<file path="config.mk">
export PLATFORM = sky130hd
export DESIGN_NAME = lc3_fetch_unit
export DESIGN_NICKNAME = d
export VERILOG_FILES = /design/src/rtl/lc3_fetch_unit.sv
export SDC_FILE = /design/constraint.sdc
export NUM_CORES = 1
export LEC_CHECK = 0
export BUFFER_PORTS_ARGS = -buffer_cell sky130_fd_sc_hd__buf_2
export CORE_UTILIZATION = 40
export DETAILED_ROUTE_END_ITERATION = 10
export PLACE_DENSITY_LB_ADDON = 0.2
export SETUP_SLACK_MARGIN = 0.5
export SLEW_MARGIN = 15
export SYNTH_ARGS = -nofsm -noshare
export SYNTH_HDL_FRONTEND = slang
export SYNTH_SLANG_ARGS = --single-unit
</file>
<file path="constraint.sdc">
create_clock -name clk -period 1.8 [get_ports clk]
set_clock_uncertainty 0.05 [all_clocks]
set_input_delay 0.18 -clock clk [delete_from_list [all_inputs] [get_ports clk]]
set_output_delay 0.18 -clock clk [all_outputs]
set_load 0.1 [all_outputs]
</file>
<file path="src/rtl/lc3_fetch_unit.sv">
// LC-3 fetch stage: PC/IR registers, instruction fetch over req/ack,
// HALT on TRAP x25 or bus timeout, retired-instruction counter.
module lc3_fetch_unit #(
    parameter logic [15:0] RESET_PC = 16'h3000,
    parameter int          TIMEOUT  = 16
) (
    input  logic        clk,
    input  logic        rst_n,
    input  logic        run,
    input  logic        resume,
    output logic        mem_req,
    output logic [15:0] mem_addr,
    input  logic [15:0] mem_rdata,
    input  logic        mem_ack,
    output logic [15:0] ip,
    output logic [15:0] ir,
    output logic        ir_valid,
    input  logic        exec_done,
    input  logic [15:0] next_ip,
    output logic        halted,
    output logic        bus_err,
    output logic [15:0] instr_count
);

    localparam int CW = (TIMEOUT < 2) ? 1 : $clog2(TIMEOUT);
    localparam logic [CW-1:0] WAIT_MAX = CW'(TIMEOUT - 1);
    localparam logic [15:0] TRAP_HALT = 16'hF025;

    typedef enum logic [1:0] {
        IDLE,
        FETCH,
        DECODE,
        HALT
    } state_t;

    state_t        state;
    state_t        state_nxt;
    logic [15:0]   pc;
    logic [15:0]   pc_nxt;
    logic [15:0]   ir_nxt;
    logic [CW-1:0] wait_cnt;
    logic [CW-1:0] wait_nxt;
    logic          bus_err_nxt;
    logic          retire;

    always_comb begin
        state_nxt   = state;
        pc_nxt      = pc;
        ir_nxt      = ir;
        wait_nxt    = wait_cnt;
        bus_err_nxt = bus_err;
        retire      = 1'b0;
        unique case (state)
            IDLE: begin
                if (run)
                    state_nxt = FETCH;
            end
            FETCH: begin
                if (mem_ack) begin
                    ir_nxt    = mem_rdata;
                    wait_nxt  = '0;
                    state_nxt = DECODE;
                end else if (wait_cnt == WAIT_MAX) begin
                    wait_nxt    = '0;
                    bus_err_nxt = 1'b1;
                    state_nxt   = HALT;
                end else begin
                    wait_nxt = wait_cnt + CW'(1);
                end
            end
            DECODE: begin
                if (exec_done) begin
                    retire = 1'b1;
                    if (ir == TRAP_HALT) begin
                        state_nxt = HALT;
                    end else begin
                        pc_nxt    = next_ip;
                        state_nxt = run ? FETCH : IDLE;
                    end
                end
            end
            HALT: begin
                if (resume) begin
                    state_nxt = FETCH;
                    // a timeout halt retries the same word; a TRAP halt skips it
                    if (bus_err)
                        bus_err_nxt = 1'b0;
                    else
                        pc_nxt = pc + 16'd1;
                end
            end
            default: state_nxt = IDLE;
        endcase
    end

    always_ff @(posedge clk or negedge rst_n) begin
        if (!rst_n) begin
            state    <= IDLE;
            pc       <= RESET_PC;
            ir       <= '0;
            wait_cnt <= '0;
            bus_err  <= 1'b0;
            mem_req  <= 1'b0;
            ir_valid <= 1'b0;
            halted   <= 1'b0;
        end else begin
            state    <= state_nxt;
            pc       <= pc_nxt;
            ir       <= ir_nxt;
            wait_cnt <= wait_nxt;
            bus_err  <= bus_err_nxt;
            mem_req  <= (state_nxt == FETCH);
            ir_valid <= (state_nxt == DECODE);
            halted   <= (state_nxt == HALT);
        end
    end

    always_ff @(posedge clk or negedge rst_n) begin
        if (!rst_n)
            instr_count <= '0;
        else if (retire)
            instr_count <= instr_count + 16'd1;
    end

    assign ip       = pc;
    assign mem_addr = pc;

endmodule

</file>
* After elaboration in Yosys (flattened, before gate mapping)
Index checks and enable logic that the tools add are counted.
** Cells by class
- Add/subtract/negate cells :: 3
- Multiply operators :: 0
- Divide/modulo/power cells :: 0
- Magnitude comparators :: 0
- Equal/unequal tests :: 14
- Shift-type cells :: 0
- Mux-type cells :: 21
- Bitwise gates (word level) :: 0
- Reductions and logical operators :: 6
** Operator list (number)
- $mux W16 :: 4
- $add A16 B1 Y16 const B :: 2
- $pmux W16 S2 :: 1
- $eq A16 B16 Y1 const B :: 1
- $mux W2 :: 6
- $ne A2 B2 Y1 const B :: 6
- $eq A2 B2 Y1 const B :: 4
- $mux W4 :: 2
- $pmux W2 S4 :: 1
- $mux W1 :: 6
- $reduce_and A5 Y1 :: 1
- $add A4 B1 Y4 const B :: 1
- $eq A2 B1 Y1 const B :: 2
- $eq A4 B4 Y1 const B :: 1
- $reduce_and A4 Y1 :: 1
- $reduce_bool A2 Y1 :: 2
- $logic_not A2 Y1 :: 1
- $pmux W1 S2 :: 1
- $reduce_and A2 Y1 :: 1
** Word-level totals
- Register bits :: 58
- Latch bits :: 0
- Memory bits (writable) :: 0
- Bits in read-only memories :: 0
- Input port bits :: 38
- Logic and storage cells :: 53
- Memories :: 0

* Depth between registers and ports, before layout
Gate-level depths: netlist of run 1.
- Depth after elaboration :: 5
- Mapped depth :: 6
- Mapped depth without buffers :: 5

* Least setup slack after synthesis of run 1
Ideal clock, no wire load.
- Kind :: register to register
- Start :: register pc[1] (netlist: ip[1])
- End :: register pc[10] (netlist: ip[10])
- Arrival time :: 2.098 ns
- Required time :: 1.609 ns
- Setup slack :: -0.489 ns
- Stages on the path, launching flop included :: 6
- Buffers on the path :: 0
- Period minus slack after synthesis :: 2.289 ns
- Cell sequence :: dfrtp_1 ha_1 nand3_2 or2_2 o211ai_1 o221ai_1
** Between the ends
- Longest elaborated chain between the ends :: 4
** RTL lines
- start: declaration :: line 38 : logic [15:0] pc;
- start signal: assignment :: line 108 : pc <= pc_nxt;
- $add A16 B1 Y16 :: line 89 : pc_nxt = pc + 16'd1;
- $mux W16 :: line 86 : if (bus_err)
- $mux W16 :: line 83 : if (resume) begin
- $pmux W16 S2 :: line 53 : unique case (state)
No other way between the ends. The select of a mux whose other input is x is not followed.
A chain may end at the register's enable or synchronous reset.

* Worst setup path after layout of run 1
- Start :: register ir[1]
- End :: register pc[14] (netlist: ip[14])
** Between the ends
- Longest elaborated chain between the ends :: 3
** RTL lines
- start: declaration :: line 16 : output logic [15:0] ir,
- start signal: assignment :: line 109 : ir <= ir_nxt;
- $eq A16 B16 Y1 :: line 74 : if (ir == TRAP_HALT) begin
- $ne A2 B2 Y1 (no source line)
- $reduce_and A5 Y1 (no source line)
No other way between the ends.

==> metrics.txt, run 1 <==
ys async rst share=100%; die width=90.3 µm; slowest CP cell=dfrtp_4; # DRC=0; top post-synthesis cells by area=dfrtp_1 45%, mux2_2 6.1%, buf_4 4.6%; I/O pin count=106; NumNets Final=473; cell taking the most area after synthesis=dfrtp_1; Max Cap Viol=0; HPWL after DPL=5.64 mm; Crit path required time=1960 ps; commonest cells after routing, fill and taps aside=39 x buf_4, 37 x buf_2, 36 x buf_6, 35 x dfrtp_4, 29 x buf_12; Area growth, synth to finish=75.5%; Crit path max-delay family=simple AND/OR/NAND/NOR gates; min Tclk post-route=1710 ps; initial antenna violation count=0; library cells used by synthesis=62; Least-Margin Pin Slew=529 ps; status=finished clean; RSZ-0062 raised after global routing=yes; CTS tree=built; clock buffer depth=2; hold crit path type=in2reg; Antenna Violating Nets Remaining=0; post-DR wirelength/cell=17.5 µm; Die Area=8150 µm²; routed wire length=9.41 mm; CP peak stage delay=490 ps; top cell type's share of synthesized area=44.9%; Synth Flop Type=dfrtp_1; GRT overflow=0; Post-synth EDFFs=0; Num Clock Sinks=58; reg-to-reg slack, setup=90 ps; largest net degree at the start of global routing=27; vias per cell=5.43; Initial Util=42.1%; Final Hold Viols=0; Reg clk slew, reported paths=70 ps; clock root buffer=clkbuf_8; IO buf count=105; diodes inserted=0; FF+latch count, synth=58; Gate Count Post-Synth=295; Seq/Total Area, Yosys=46.6%; Crit Path Max Fanout=4; synthesized area per cell=10.6 µm²; share of layout cells above drive strength 1=68.2%; core area=7410 µm²; crit share post-route=95.3%; detailed-route via count=2911; Slew Limit Fails=0; Detailed Route Iter0 Violations=116; Yosys warning total=0; DRT Pass-1 Iters=4; crit path capture type=flip-flop; Slew Limit Headroom=64.8%; CTS buffer count=9; Rows=31; Total GRT Usage=22.9%; commonest non-fill, non-tap cell in the layout=buf_4; H-tree levels=3; Setup CP Type=reg2reg; Mapped Area=3120 µm²; global placement routability congestion=0.779; Mapped Nets=336; first-pass GRT wire length=14.7 mm; Buf/Inv on CP=1; die height=90.3 µm; Critical Path AT=1880 ps; CP cell instances=nor4b_4, nand4_1, a21oi_4, buf_6, o221ai_2; Worst setup SP type=flip-flop; setup violators final=0; clock latency on the worst-skew pair=340 ps; setup_tns=0 ps; fmax=583 MHz; vias in the first global route=2891
==> routing by layer <==
layer | part of all wire, % | up-vias | global-route usage, % | routed length, µm
met2 | 51 | 94 | 37.1 | 4770
met4 | 1.4 | 0 | 10.3 | 133
met5 | 0 | - | 0 | 0
met3 | 5.3 | 13 | 5.81 | 496
met1 | 43 | 1445 | 28.8 | 4010
li1 | - | 1359 | - | -
==> layout make-up <==
cell class | instances | area (µm²)
clock buffers | 14 | 173
clock inverters | 2 | 35.0
fillers | 499 | 1930
inverters | 6 | 22.5
multi-input cells | 204 | 1870
flip-flops and latches | 58 | 1610
well taps | 99 | 124
repair buffers | 153 | 1640
==> kinds of logic after synthesis <==
logic type,after synthesis,synth area share [%]
fa+ha+maj,3,1.20
flops,58,46.6
mux,18,6.62
compound gates,62,15.7
simple gates,104,18.8
xor+xnor,15,4.21
buf+inv,35,6.90
==> through the flow <==
| stage | instances | hold WS, ps | setup slack (ps) | instance area, µm² | utilization (%) |
|---|---|---|---|---|---|
| after floorplan | 295 | -166 | -41.6 | 3400 | - |
| after global placement | 485 | 128 | 62.8 | 3970 | 53.6 |
| after detailed placement | 485 | 141 | -8.98 | 3970 | 53.6 |
| after CTS | 519 | 5.44 | 129 | 4920 | 66.4 |
| after global routing | 536 | 13.6 | -10.2 | 5470 | 73.9 |
| final | 536 | 13.3 | 85.2 | 5470 | 73.9 |
==> Yosys cell counts (all sizes together), types with 5 or more instances <==
cell	instances
buf	25
o221ai	8
nand3	12
and4	5
a221oi	5
o21ai	7
nand2	32
nand4	7
and3	5
dfrtp	56
inv	6
a21oi	10
nor2	16
xnor2	13
mux2	18
nor3	5
o211ai	6
==> final timing paths <==
| path | from | end | cells past startpoint |
|---|---|---|---|
| setup reg to reg | ir[1]$_DFFE_PN0P_ | ip[14]$_DFFE_PN0P_ | 5 |
| max in group asynchronous | rst_n | ip[12]$_DFFE_PN1P_ | 3 |
| min in group asynchronous | rst_n | instr_count[6]$_DFFE_PN0P_ | 2 |
| hold reg to reg | instr_count[15]$_DFFE_PN0P_ | instr_count[15]$_DFFE_PN0P_ | 1 |
| hold / removal | mem_rdata[11] | ir[11]$_DFFE_PN0P_ | 2 |
| setup / recovery | ir[1]$_DFFE_PN0P_ | ip[14]$_DFFE_PN0P_ | 5 |
==> state kept, by name, indices dropped and copies added (netlist names) <==
register and cells:
halted 1, state 2, instr_count 16, bus_err 1
ir_valid 1, ir 16, wait_cnt 4, ip 16
mem_req 1
==> worst reg2reg max path, cell delays in order (launching register included) <==
cell      delay, ps
dfrtp_4         490
nor4b_4         300
nand4_1         230
a21oi_4         260
buf_6           160
o221ai_2        100
==> timing repair <==
item / in CTS / in global routing
endpoints found under the hold margin: 20 / 0
gates resized for setup: 175 / 89
setup endpoints to repair: 121 / 98
pin swaps: 19 / 20
hold buffers: 1 / 0
buffers inserted: 15 / 17
gates cloned: 2 / 0
Power of run 1 is left out: the tool's default activity adds up to more than one toggle a clock period on the data nets, which glitch-free logic cannot reach.
==> run 2, diff against run 1 <==
--- a/config.mk
+++ b/config.mk
@@ -9,6 +9,7 @@
 export CORE_UTILIZATION = 40
 export DETAILED_ROUTE_END_ITERATION = 10
 export PLACE_DENSITY_LB_ADDON = 0.2
+export RECOVER_POWER = 50
 export SETUP_SLACK_MARGIN = 0.5
 export SLEW_MARGIN = 15
 export SYNTH_ARGS = -nofsm -noshare
==> run 2 against run 1 <==
Net effect:
- die area stayed put
- fmax is 0.24% higher
- count of clock-buffer cells in the layout stayed put
- via count is 0.41% higher
- core utilization is 0.44 points lower
- register-to-register slack hardly changed
- worst setup slack better by 4.1 ps
- critical path type unchanged
- critical endpoint unchanged
==> metrics.txt, run 2 (synthesis gave the netlist of run 1 again) <==
H-tree levels=3 (unchanged); detailed-route via count=2923 (+0.41%); Least-Margin Pin Slew=747 ps (+218 ps); vias in the first global route=2891 (unchanged); Initial Util=42.1% (unchanged); Final Hold Viols=0 (unchanged); I/O pin count=106 (unchanged); # DRC=0 (unchanged); share of layout cells above drive strength 1=68.0% (-0.23 points); Crit Path Max Fanout=4 (unchanged); crit path capture type=flip-flop; Slew Limit Headroom=50.2% (-15 points); multi-input combinational cell area=1870 µm² (unchanged); DRT Pass-1 Iters=4 (unchanged); hold crit path type=in2reg; Die Area=8150 µm² (unchanged); Detailed Route Iter0 Violations=143 (+23%); Area growth, synth to finish=74.4%; Num Clock Sinks=58 (unchanged); post-DR wirelength/cell=17.6 µm (+0.18%); global placement routability congestion=0.779 (unchanged); clock latency on the worst-skew pair=340 ps (about the same); Slew Limit Fails=0 (unchanged); core area=7410 µm² (unchanged); clock root buffer=clkbuf_8; # fillers=504 (+1.0%); status=finished clean; Crit path required time=1960 ps (about the same); area post-placement=3970 µm² (unchanged); Total GRT Usage=22.9% (unchanged); commonest cells after routing, fill and taps aside=37 x buf_2, 35 x dfrtp_4, 35 x buf_6, 35 x buf_4, 28 x buf_12; finished layout cell area=5440 µm² (-0.59%); GRT overflow=0 (unchanged); vias per cell=5.45 (+0.41%); routed wire length=9.42 mm (+0.18%); largest net degree at the start of global routing=27 (unchanged); diodes inserted=0 (unchanged); Setup CP Type=reg2reg; RSZ-0062 raised after global routing=yes; die height=90.3 µm (unchanged); Max Cap Viol=0 (unchanged); Critical Path AT=1870 ps (about the same); clock buffer depth=2 (unchanged); first-pass GRT wire length=14.7 mm (unchanged); IO buf count=105 (unchanged); HPWL after DPL=5.64 mm (unchanged); Worst setup SP type=flip-flop; CTS tree=built; Antenna Violating Nets Remaining=0 (unchanged); min Tclk post-route=1710 ps (-4.12 ps); die width=90.3 µm (unchanged); fmax=585 MHz (+0.24%); CTS buffer count=9 (unchanged); commonest non-fill, non-tap cell in the layout=buf_2; register area=1610 µm² (unchanged); initial antenna violation count=0 (unchanged); setup violators final=0 (unchanged); crit share post-route=95.0% (-0.23 points); NumNets Final=473 (unchanged); Rows=31 (unchanged); Reg clk slew, reported paths=80 ps (about the same)
-- run 2: changes by cell type in the layout (fill, tap and decap cells not counted) --
| cell | delta |
|---|---|
| buf_12 | -1 |
| buf_4 | -4 |
| buf_6 | -1 |
| clkbuf_2 | +5 |
| clkbuf_1 | +1 |
-- run 2: stage by stage --
step | instances | setup WS, ps | util (%) | TNS [ps] | hold WS [ps]
6_report | 536 | 89.3 | 73.5 | 0 | 12.4
5_1_grt | 536 | -10.2 | 73.5 | -26.7 | 13.6
4_1_cts | 519 | 129 | 66.4 | 0 | 5.44
3_5_place_dp | 485 | -8.98 | 53.6 | -15.7 | 141
3_3_place_gp | 485 | 62.8 | 53.6 | 0 | 128
2_1_floorplan | 295 | -41.6 | - | -60.9 | -166
-- run 2: critical path: stages (launching register included) --
cell	delay (ps)
dfrtp_4	490
nor4b_4	300
nand4_1	230
a21oi_4	260
buf_6	160
o221ai_2	90
-- run 2: final cells by class --
| type | count | share of cell area [%] |
|---|---|---|
| clock inverter | 2 | 0.644 |
| timing repair buffer | 153 | 29.5 |
| sequential | 58 | 29.5 |
| multi-input combinational | 204 | 34.4 |
| tap | 99 | 2.28 |
| clock buffer | 14 | 3.17 |
| inverter | 6 | 0.414 |
-- run 2: path summary, 6_finish.rpt --
kind	cells past startpoint	endpoint	startpoint	slack, ps
max reg2reg	5	ip[14]$_DFFE_PN0P_	ir[1]$_DFFE_PN0P_	90
max in group asynchronous	3	ip[0]$_DFFE_PN0P_	rst_n	310
min reg2reg	1	instr_count[15]$_DFFE_PN0P_	instr_count[15]$_DFFE_PN0P_	430
max	5	ip[14]$_DFFE_PN0P_	ir[1]$_DFFE_PN0P_	90
min in group asynchronous	2	instr_count[3]$_DFFE_PN0P_	rst_n	280
min	2	ir[11]$_DFFE_PN0P_	mem_rdata[11]	10
-- run 2: metal layers --
metal | part of all wire, % | global-route usage, % | up-vias
li1 | - | - | 1355
met1 | 42 | 28.8 | 1451
met2 | 51 | 37.1 | 102
met3 | 5.6 | 5.81 | 15
met4 | 1.6 | 10.3 | 0
met5 | 0 | 0 | -
-- run 2: timing repair --
| item | CTS | global route |
|---|---|---|
| setup buffers | 15 | 17 |
| resized for setup | 175 | 89 |
| hold buffers | 1 | 0 |
| endpoints found under the setup margin | 121 | 98 |
| endpoints found under the hold margin | 20 | 0 |
| pin swaps | 19 | 20 |
| gates cloned | 2 | 0 |
Power of run 2 is left out for the same reason.
==> run 3, diff against run 2 <==
--- a/config.mk
+++ b/config.mk
@@ -6,6 +6,7 @@
 export NUM_CORES = 1
 export LEC_CHECK = 0
 export BUFFER_PORTS_ARGS = -buffer_cell sky130_fd_sc_hd__buf_2
+export CORE_ASPECT_RATIO = 0.8
 export CORE_UTILIZATION = 40
 export DETAILED_ROUTE_END_ITERATION = 10
 export PLACE_DENSITY_LB_ADDON = 0.2
==> run 3 against run 2 <==
Net effect:
- first-iteration DRC count shrank 29%
- critical path depth unchanged
- register-to-register slack gained 20 ps
- cell count grew 5.2%
- sequential cell count unchanged
- core utilization down 0.36 points
- via count up 4.8%
- highest routed layer unchanged
==> metrics.txt, run 3 (synthesis gave the netlist of run 1 again) <==
I/O pin count=106 (unchanged); post-DR wirelength/cell=17.7 µm (+0.60%); commonest cells after routing, fill and taps aside=37 x buf_4, 36 x buf_2, 35 x dfrtp_4, 33 x clkbuf_2, 29 x buf_12; # DRC=0 (unchanged); setup violators final=0 (unchanged); diodes inserted=0 (unchanged); NumNets Final=495 (+4.7%); die height=81.0 µm (-10%); Crit Path Max Fanout=6 (+2); Crit path required time=1970 ps (about the same); fmax=592 MHz (+1.3%); detailed-route via count=3064 (+4.8%); Total GRT Usage=24.0% (+1.1 points); first-pass GRT wire length=14.7 mm (-0.42%); GRT overflow=0 (unchanged); crit share post-route=93.8% (-1.2 points); vias per cell=5.43 (-0.38%); die width=101 µm (+12%); Reg clk slew, reported paths=70 ps (about the same); commonest non-fill, non-tap cell in the layout=buf_4; register area=1610 µm² (unchanged); IO buf count=105 (unchanged); Antenna Violating Nets Remaining=0 (unchanged); global placement routability congestion=0.809 (+3.9%); crit path capture type=flip-flop; clock root buffer=clkbuf_8; Max Cap Viol=0 (unchanged); min Tclk post-route=1690 ps (-21.4 ps); Util after Layout=73.1% (-0.36 points); clock buffer depth=2 (unchanged); CTS tree=built; Num Clock Sinks=58 (unchanged); vias in the first global route=2984 (+3.2%); clock latency on the worst-skew pair=350 ps (about the same); Slew Limit Fails=0 (unchanged); RSZ-0062 raised after global routing=yes; Die Area=8160 µm² (about the same); dpl ws=-9.25 ps (-0.270 ps); Slew Limit Headroom=56.7% (+6.5 points); Setup CP Type=reg2reg; DRT Pass-1 Iters=4 (unchanged); Initial Util=41.8% (-0.30 points); Critical Path AT=1860 ps (about the same); # fillers=520 (+3.2%); Worst setup SP type=flip-flop; largest net degree at the start of global routing=25 (-7.4%); core area=7460 µm² (+0.73%); Least-Margin Pin Slew=649 ps (-97.3 ps); share of layout cells above drive strength 1=68.4% (+0.45 points); CTS buffer count=9 (unchanged); PnR worst setup slack=111 ps (+21.4 ps); routed wire length=9.97 mm (+5.9%); Rows=28 (-9.7%); HPWL after DPL=5.95 mm (+5.4%); Final Hold Viols=0 (unchanged); Area growth, synth to finish=74.8%; status=finished clean; multi-input combinational cell area=1830 µm² (-2.4%); initial antenna violation count=0 (unchanged); Detailed Route Iter0 Violations=102 (-29%); hold crit path type=in2reg; H-tree levels=3 (unchanged)
[run 3: what timing repair did]
action                     4_1_cts  5_1_grt
hold endpoints to repair        20        3
pin swaps                       25       14
setup buffers                   21       25
resized for setup              203       81
hold buffers                     1        3
gates cloned                     2        0
setup endpoints to repair      122      108
[run 3: cell type report]
class | instances | share of cell area (%)
flip-flops and latches | 58 | 29.5
multi-input cells | 204 | 33.5
inverters | 6 | 0.413
clock buffers | 11 | 2.59
well taps | 105 | 2.41
repair buffers | 175 | 30.2
clock inverters | 5 | 1.42
[run 3: metrics by stage]
step	instance area, µm²	hold WS [ps]	instances	setup TNS (ps)
global placement	4010	182	496	0
CTS	5120	4.22	536	0
finish	5450	13.2	564	0
floorplan	3400	-166	295	-60.9
global route	5450	5.38	564	0
detailed placement	4010	172	496	-18.5
[run 3: path summary, 6_finish.rpt]
kind / from / end / slack (ps) / depth (start not counted)
hold reg to reg: instr_count[15]$_DFFE_PN0P_ / instr_count[15]$_DFFE_PN0P_ / 430 / 1
setup / recovery: ir[10]$_DFFE_PN0P_ / ip[14]$_DFFE_PN0P_ / 110 / 5
setup reg to reg: ir[10]$_DFFE_PN0P_ / ip[14]$_DFFE_PN0P_ / 110 / 5
max in group asynchronous: rst_n / instr_count[3]$_DFFE_PN0P_ / 420 / 3
min in group asynchronous: rst_n / instr_count[9]$_DFFE_PN0P_ / 340 / 2
hold / removal: mem_rdata[4] / ir[4]$_DFFE_PN0P_ / 10 / 2
[run 3: routing by layer]
metal  routed length [µm]  global-route usage [%]  vias up
met5                    0                       0        -
met4                  194                    8.41        0
met3                  730                    7.23       19
met2                 5130                    40.8      143
met1                 3920                    29.2     1505
li1                     -                       -     1397
[run 3: worst max-delay path, cell delays in order (launching register included)]
cell and delay [ps]:
dfrtp_4 490, and4b_1 320, nand4_1 210, a21oi_4 220, buf_6 170, o221ai_2 100
Power of run 3 is left out for the same reason.
